--- config.mk ---
export PLATFORM = sky130hd
export DESIGN_NAME = aes_gcm_instance_scheduler
export DESIGN_NICKNAME = d
export VERILOG_FILES = /design/src/rtl/aes_gcm_sched_pkg.sv /design/src/rtl/aes_gcm_sched_outreg.sv /design/src/rtl/aes_gcm_instance_scheduler.sv
export SDC_FILE = /design/constraint.sdc
export NUM_CORES = 1
export LEC_CHECK = 0
export CELL_PAD_IN_SITES_DETAIL_PLACEMENT = 0
export CELL_PAD_IN_SITES_GLOBAL_PLACEMENT = 2
export CORE_AREA = 2 2 358 360
export CTS_CLUSTER_SIZE = 12
export DETAILED_ROUTE_END_ITERATION = 8
export DIE_AREA = 0 0 360 362
export GPL_ROUTABILITY_DRIVEN = 0
export PLACE_DENSITY_LB_ADDON = 0.3
export SETUP_SLACK_MARGIN = 0.05
export SLEW_MARGIN = 20
export SYNTH_ARGS = -nofsm -noshare
export SYNTH_HDL_FRONTEND = slang
export SYNTH_HIERARCHICAL = 1
export SYNTH_SLANG_ARGS = --single-unit
--- constraint.sdc ---
create_clock -name clk -period 5.1 [get_ports clk]
set_input_delay 0.765 -clock clk [delete_from_list [all_inputs] [get_ports clk]]
set_output_delay 0.765 -clock clk [all_outputs]
set_load 0.005 [all_outputs]
--- src/rtl/aes_gcm_sched_pkg.sv ---
// ============================================================================
// Module   : aes_gcm_sched_pkg
// Purpose  : Shared types and widths for the AES-GCM instance scheduler.
// Revision : 1.0 - initial release
// ============================================================================
`default_nettype none

package aes_gcm_sched_pkg;

    localparam int BLK_W  = 128;
    localparam int IV_W   = 96;
    localparam int SIZE_W = 128;

    typedef enum logic [2:0] {
        ST_IDLE  = 3'd0,
        ST_AAD   = 3'd1,
        ST_PT    = 3'd2,
        ST_EMPTY = 3'd3,
        ST_DONE  = 3'd4
    } sched_state_t;

    // First data phase of a freshly accepted job.
    function automatic sched_state_t entry_state(input logic aad_nz, input logic pt_nz);
        if (aad_nz)     return ST_AAD;
        else if (pt_nz) return ST_PT;
        else            return ST_EMPTY;
    endfunction

endpackage

`default_nettype wire

--- src/rtl/aes_gcm_sched_outreg.sv ---
// ============================================================================
// Module   : aes_gcm_sched_outreg
// Purpose  : Valid/ready output holding register for the scheduler beats.
// Revision : 1.0 - initial release
// ============================================================================
`default_nettype none

module aes_gcm_sched_outreg
    import aes_gcm_sched_pkg::*;
(
    input  logic             clk,
    input  logic             rst_n,
    input  logic             i_adv,
    input  logic             i_load,
    input  logic             i_flush,
    input  logic [BLK_W-1:0] i_aad,
    input  logic [BLK_W-1:0] i_pt,
    input  logic             i_new,
    input  logic             i_pt_inst,
    input  logic             i_last,
    output logic             o_valid,
    output logic [BLK_W-1:0] o_aad,
    output logic [BLK_W-1:0] o_plain_text,
    output logic             o_new_instance,
    output logic             o_pt_instance,
    output logic             o_last
);

    logic             r_valid;
    logic [BLK_W-1:0] r_aad;
    logic [BLK_W-1:0] r_pt;
    logic             r_new;
    logic             r_pt_inst;
    logic             r_last;

    // Payload only moves on a load so a stalled beat stays bit-stable.
    always_ff @(posedge clk or negedge rst_n) begin
        if (!rst_n) begin
            r_valid   <= 1'b0;
            r_aad     <= '0;
            r_pt      <= '0;
            r_new     <= 1'b0;
            r_pt_inst <= 1'b0;
            r_last    <= 1'b0;
        end else if (i_flush) begin
            r_valid   <= 1'b0;
        end else if (i_adv) begin
            r_valid <= i_load;
            if (i_load) begin
                r_aad     <= i_aad;
                r_pt      <= i_pt;
                r_new     <= i_new;
                r_pt_inst <= i_pt_inst;
                r_last    <= i_last;
            end
        end
    end

    assign o_valid        = r_valid;
    assign o_aad          = r_aad;
    assign o_plain_text   = r_pt;
    assign o_new_instance = r_new;
    assign o_pt_instance  = r_pt_inst;
    assign o_last         = r_last;

endmodule

`default_nettype wire

--- src/rtl/aes_gcm_instance_scheduler.sv ---
// ============================================================================
// Module   : aes_gcm_instance_scheduler
// Purpose  : Sequences one AES-GCM instance (AAD then PT blocks) into the
//            GCM pipeline. Optional idle watchdog: AES_SCHED_TIMEOUT_EN.
// Revision : 1.0 - initial release
// ============================================================================
`default_nettype none

module aes_gcm_instance_scheduler
    import aes_gcm_sched_pkg::*;
#(
    parameter int CNT_W          = 32,
    parameter int TIMEOUT_CYCLES = 1024
) (
    input  logic              clk,
    input  logic              rst_n,
    input  logic              i_job_valid,
    output logic              o_job_ready,
    input  logic [IV_W-1:0]   i_job_iv,
    input  logic [CNT_W-1:0]  i_job_aad_blks,
    input  logic [CNT_W-1:0]  i_job_pt_blks,
    input  logic [SIZE_W-1:0] i_job_size,
    input  logic              i_blk_valid,
    output logic              o_blk_ready,
    input  logic [BLK_W-1:0]  i_blk_data,
    input  logic              i_pipe_ready,
    output logic              o_valid,
    output logic [IV_W-1:0]   o_iv,
    output logic [BLK_W-1:0]  o_aad,
    output logic [BLK_W-1:0]  o_plain_text,
    output logic [SIZE_W-1:0] o_instance_size,
    output logic              o_new_instance,
    output logic              o_pt_instance,
    output logic              o_last,
    output logic              o_busy,
    output logic              o_abort
);

    if (TIMEOUT_CYCLES < 1) begin : g_bad_timeout
        $error("TIMEOUT_CYCLES must be at least 1");
    end

    sched_state_t      r_state;
    sched_state_t      w_state_nxt;
    logic [CNT_W-1:0]  r_aad_rem;
    logic [CNT_W-1:0]  r_pt_rem;
    logic              r_first;
    logic [IV_W-1:0]   r_iv;
    logic [SIZE_W-1:0] r_size;

    logic              w_can_adv;
    logic              w_job_acc;
    logic              w_blk_acc;
    logic              w_load;
    logic              w_aad_dec;
    logic              w_pt_dec;
    logic              w_timeout;
    logic [BLK_W-1:0]  w_beat_aad;
    logic [BLK_W-1:0]  w_beat_pt;
    logic              w_beat_pt_inst;
    logic              w_beat_last;

    assign w_can_adv   = !o_valid || i_pipe_ready;
    assign o_job_ready = (r_state == ST_IDLE);
    assign o_blk_ready = ((r_state == ST_AAD) || (r_state == ST_PT)) && w_can_adv;
    assign w_job_acc   = i_job_valid && o_job_ready;
    assign w_blk_acc   = i_blk_valid && o_blk_ready;
    assign o_busy      = (r_state != ST_IDLE);

`ifdef AES_SCHED_TIMEOUT_EN
    localparam int WDOG_W = $clog2(TIMEOUT_CYCLES + 1);

    logic [WDOG_W-1:0] r_wdog;
    logic              r_abort;
    logic              w_data_phase;

    assign w_data_phase = (r_state == ST_AAD) || (r_state == ST_PT);
    assign w_timeout    = w_data_phase && !i_blk_valid &&
                          (r_wdog == WDOG_W'(TIMEOUT_CYCLES - 1));

    always_ff @(posedge clk or negedge rst_n) begin
        if (!rst_n) begin
            r_wdog  <= '0;
            r_abort <= 1'b0;
        end else begin
            r_abort <= w_timeout;
            if (!w_data_phase || w_blk_acc || w_timeout)
                r_wdog <= '0;
            else if (!i_blk_valid)
                r_wdog <= r_wdog + WDOG_W'(1);
        end
    end

    assign o_abort = r_abort;
`else
    assign w_timeout = 1'b0;
    assign o_abort   = 1'b0;
`endif

    always_ff @(posedge clk or negedge rst_n) begin
        if (!rst_n) r_state <= ST_IDLE;
        else        r_state <= w_state_nxt;
    end

    always_comb begin
        w_state_nxt    = r_state;
        w_load         = 1'b0;
        w_aad_dec      = 1'b0;
        w_pt_dec       = 1'b0;
        w_beat_aad     = '0;
        w_beat_pt      = '0;
        w_beat_pt_inst = 1'b0;
        w_beat_last    = 1'b0;
        unique case (r_state)
            ST_IDLE: begin
                if (w_job_acc)
                    w_state_nxt = entry_state(i_job_aad_blks != '0, i_job_pt_blks != '0);
            end
            ST_AAD: begin
                if (w_blk_acc) begin
                    w_load      = 1'b1;
                    w_aad_dec   = 1'b1;
                    w_beat_aad  = i_blk_data;
                    w_beat_last = (r_aad_rem == CNT_W'(1)) && (r_pt_rem == '0);
                    if (r_aad_rem == CNT_W'(1))
                        w_state_nxt = (r_pt_rem != '0) ? ST_PT : ST_DONE;
                end
            end
            ST_PT: begin
                if (w_blk_acc) begin
                    w_load         = 1'b1;
                    w_pt_dec       = 1'b1;
                    w_beat_pt      = i_blk_data;
                    w_beat_pt_inst = 1'b1;
                    w_beat_last    = (r_pt_rem == CNT_W'(1));
                    if (r_pt_rem == CNT_W'(1))
                        w_state_nxt = ST_DONE;
                end
            end
            ST_EMPTY: begin
                if (w_can_adv) begin
                    w_load      = 1'b1;
                    w_beat_last = 1'b1;
                    w_state_nxt = ST_DONE;
                end
            end
            ST_DONE: begin
                if (w_can_adv)
                    w_state_nxt = ST_IDLE;
            end
            default: w_state_nxt = ST_IDLE;
        endcase
        if (w_timeout)
            w_state_nxt = ST_IDLE;
    end

    // Descriptor latch and remaining-block counters; decrement saturates at zero.
    always_ff @(posedge clk or negedge rst_n) begin
        if (!rst_n) begin
            r_aad_rem <= '0;
            r_pt_rem  <= '0;
            r_first   <= 1'b0;
            r_iv      <= '0;
            r_size    <= '0;
        end else if (w_job_acc) begin
            r_aad_rem <= i_job_aad_blks;
            r_pt_rem  <= i_job_pt_blks;
            r_first   <= 1'b1;
            r_iv      <= i_job_iv;
            r_size    <= i_job_size;
        end else if (w_timeout) begin
            r_aad_rem <= '0;
            r_pt_rem  <= '0;
            r_first   <= 1'b0;
        end else begin
            if (w_aad_dec && (r_aad_rem != '0)) r_aad_rem <= r_aad_rem - CNT_W'(1);
            if (w_pt_dec && (r_pt_rem != '0))   r_pt_rem  <= r_pt_rem - CNT_W'(1);
            if (w_load)                         r_first   <= 1'b0;
        end
    end

    assign o_iv            = r_iv;
    assign o_instance_size = r_size;

    aes_gcm_sched_outreg u_outreg (
        .clk            (clk),
        .rst_n          (rst_n),
        .i_adv          (w_can_adv),
        .i_load         (w_load),
        .i_flush        (w_timeout),
        .i_aad          (w_beat_aad),
        .i_pt           (w_beat_pt),
        .i_new          (r_first),
        .i_pt_inst      (w_beat_pt_inst),
        .i_last         (w_beat_last),
        .o_valid        (o_valid),
        .o_aad          (o_aad),
        .o_plain_text   (o_plain_text),
        .o_new_instance (o_new_instance),
        .o_pt_instance  (o_pt_instance),
        .o_last         (o_last)
    );

endmodule

`default_nettype wire

==> results.txt <==
- CTS Root Cell: clkbuf_16
* Sequential area share after synthesis: a little under three fifths
- Critical path startpoint category: primary input
- Entering global routing, the biggest net connects around 120 pins.
- Arrival time of data at the critical path endpoint: 3810 ps
- Combinational fraction of design power: a little under 40%
* Post-CTS Hold Buffers: 0
* Largest fanout of any net on the critical path: 89
- Via/cell ratio: about 4.1
- The initial antenna violation count was 42.
- Once the floorplan was initialized, standard cells occupied 19.04% of the core.
- In this run the tightest slew margin relative to its limit is 42.32%.
* Vertical extent of the die: about 360 um
- P per Cell Area: around 540 nW/um2
- For this run, the number of standard cells in the final layout without fillers is between 4000 and 5000.
- Routed vias: 19860
- After legalization and detailed placement, the total HPWL measured 74420 um.
- TritonCTS built the clock tree.
* Number of CTS-inserted buffers: 74
- After floorplanning, the core was divided into 131 placement rows.
* Drt initial violations: 963
- Synthesis Warnings: 6
- Total leakage power: 0.01693 uW
- Dpl cell area: 35020 um2
- The number of setup buffers added after CTS is 0.
- In the synthesized netlist the async set-or-reset flop fraction comes to between 90% and 100%.
- In the final routed layout, each cell accounts on average for 20.66 um.
- Setup repair after global routing missed its margin: false
- Among all flip-flop cells after synthesis, the most frequent one is dfrtp_1.
- Sequential cells account for 35.1% of the total power.
- Worst voltage drop across the vdd grid: between 0.2 and 0.3 mV
- Area of the die: 130300 um2
* Flip-flop and latch count after synthesis: 552
- Count of buffers inserted at the top-level ports: 907
* Grt ovf: 0
* Share of layout cells above drive strength 1: 13.34%
- Startpoint-to-endpoint class of the critical path: primary input to register
- The die is 360 um wide.
* Outcome: finished, final reports clean
* Required time reported for the critical path endpoint: 5620 ps
- Syn-to-layout area delta: 55.65%
- In the routed design, unresolved DRC markers number 0.
* DP Cell Count: roughly 4800
* Global-route wire length before repair: 147300 um
- Count of different cell masters after synthesis: 67
- For the finished layout, the period the worst path requires is 3282 ps.
- Setup total negative slack: 0 ps
* Switching part of the total power: 32.95%
- For this block, the routed nets add up to 101300 um of wire.
- Hold Violations, Final: 0
* CP endpoint kind: register
* Net Sw Power: 6741 uW
- Post-route design area: 37540 um2
- Number of max-capacitance violations reported: 0
* Clock Tree Buf Depth: 3
- The synthesized design contains 0 enable-type register cells.
* Net count, final: 3601
* Total setup violations reported at the end of the flow: 0
* Slew at the pin closest to its max-slew limit: 863.5 ps
- In this run the remaining antenna-violating nets after routing total 0.
- Once the clock tree was built, the resizer swapped 0 gates to a different size.
- Level count of the clock H-tree: 3
* Insertion delay of the later-clocked pin in the worst-skew pair: 650 ps
- Fmax: 0.3047 GHz
* Cell Area, Synth: 24120 um2
- The internal power of the cells totals around 14000 uW.
* Gate count of the mapped netlist: about 2300
- The tightest hold path in the finished design has a slack of 112.1 ps.
- The count of final max-slew check failures came to 0.
- Pin placement for this block handled 909 I/O pins.
- Post-route clock period utilization: 64.36%
- Clk_skew: 29.75 ps
- Number of global-route vias before repair: 20790
- The clock network accounts for 26.4% of the total power.
- The floorplan step defined a core boundary enclosing about 130000 um2.
* Average size of a mapped cell: 10.54 um2
- After clock tree synthesis, the clock-pin slew on the worst setup and hold paths is 60 ps.
- For this run, the detailed router's first-pass iteration total came to 5.
* Worst Hold Class: primary input to async pin
- GRT Total Usage: 15.20%
- The tree built by TritonCTS fans out to 552 sinks.
placed cells by master, fill, tap and decap left out, drive strengths merged, types with 21 or more instances in the layout:
cell type,instances
buf,33
dfrtp,552
nand2,740
nor4,34
xor2,21
clkdlybuf4s50,906
o21ai,38
and2,260
mux2,259
nand3,28
nor2,46
clkbuf,107
registers in the layout, indices dropped and copies added, names as in the netlist:
name and flops:
o_instance_size 128, o_iv 96, u_outreg/o_valid 1, r_state 3, u_outreg/o_plain_text 128, u_outreg/o_new_instance 1
u_outreg/o_aad 128, u_outreg/o_pt_instance 1, r_aad_rem 32, r_first 1, u_outreg/o_last 1, r_pt_rem 32
path summary, 6_finish.rpt:
path | slack, ps | end | startpoint | cells after the start
max | 1820 | u_outreg/o_plain_text[46]$_DFFE_PN0P_ | i_pipe_ready | 8
min | 110 | u_outreg/o_aad[2]$_DFFE_PN0P_ | rst_n | 1
max reg2reg | 1890 | r_aad_rem[31]$_DFFE_PN0P_ | r_aad_rem[0]$_DFFE_PN0P_ | 8
min reg2reg | 470 | o_instance_size[34]$_DFFE_PN0P_ | o_instance_size[34]$_DFFE_PN0P_ | 2
max in group asynchronous | 3740 | o_iv[47]$_DFFE_PN0P_ | rst_n | 2
min in group clk | 470 | o_instance_size[34]$_DFFE_PN0P_ | o_instance_size[34]$_DFFE_PN0P_ | 2
worst max-delay path: stages:
cell and delay (ps):
clkdlybuf4s50_1 470, nor2b_1 500, inv_1 280, nand4_1 500
clkinv_2 340, buf_12 260, and2_1 280, mux2_2 260
cell type report:
cell class              instances  area, um2
well taps                    1662       2079
multi-input cells            1600       9622
diodes                          8      20.02
flip-flops and latches        552      13810
repair buffers                939       9474
clock inverters                24      329.1
fillers                     13260      89160
inverters                       9      35.03
clock buffers                 107       2168
stage by stage:
| step | setup slack, ps | utilization, % | total power (uW) |
|---|---|---|---|
| after floorplan | 2390 | - | 10310 |
| after global placement | 1214 | 27.64 | 15340 |
| after detailed placement | 1196 | 27.64 | 15340 |
| after CTS | 1831 | 29.61 | 20980 |
| after global routing | 1644 | 29.62 | 21860 |
| final | 1818 | 29.63 | 20460 |
power groups by stage:
stage / Combinational, uW / Sequential (uW) / Clock [uW]
floorplan: 3130 / 7180 / 0
global placement: 8140 / 7200 / 0
detailed placement: 8110 / 7230 / 0
finish: 7870 / 7180 / 5410
global route: 8620 / 7420 / 5820
CTS: 8130 / 7190 / 5660
metal layers:
metal / GRT usage, % / vias to the layer above / part of all wire, %
met5: 0 / - / 0.32
met4: 5.767 / 54 / 3.3
met3: 6.322 / 187 / 9.0
met2: 25.38 / 697 / 48
met1: 17.27 / 9569 / 39
li1: - / 9357 / -
synthesized netlist by cell type, types with 5 or more instances:
master / instances / area [um2]
buf_2: 5 / 25.02
nor3_1: 18 / 90.09
dfrtp_1: 552 / 13810
a221o_1: 7 / 70.07
and2_1: 260 / 1627
o311ai_0: 7 / 61.31
o21ai_0: 33 / 165.2
xnor2_1: 7 / 61.31
nor4_1: 32 / 200.2
o211ai_1: 15 / 112.6
a21oi_1: 14 / 70.07
nand2_1: 739 / 2774
inv_1: 9 / 33.78
nand4_1: 15 / 93.84
buf_6: 24 / 270.3
or3_1: 10 / 62.56
nor2_1: 46 / 172.7
and3_1: 5 / 31.28
xor2_1: 21 / 183.9
or4_1: 5 / 37.54
clkbuf_1: 95 / 356.6
o21ai_1: 5 / 25.02
nand3_1: 27 / 135.1
mux2_2: 259 / 2917
cell families after synthesis:
kind of cell / Yosys count / synth area share [%]
flops: 552 / 57.27
mux: 261 / 12.18
other cells: 1 / 0.01555
buf+inv: 138 / 2.936
fa+ha+maj: 4 / 0.2075
xor+xnor: 28 / 1.017
compound gates: 112 / 3.247
simple gates: 1192 / 23.13
No activity file was read; power rests on OpenSTA's default activity.
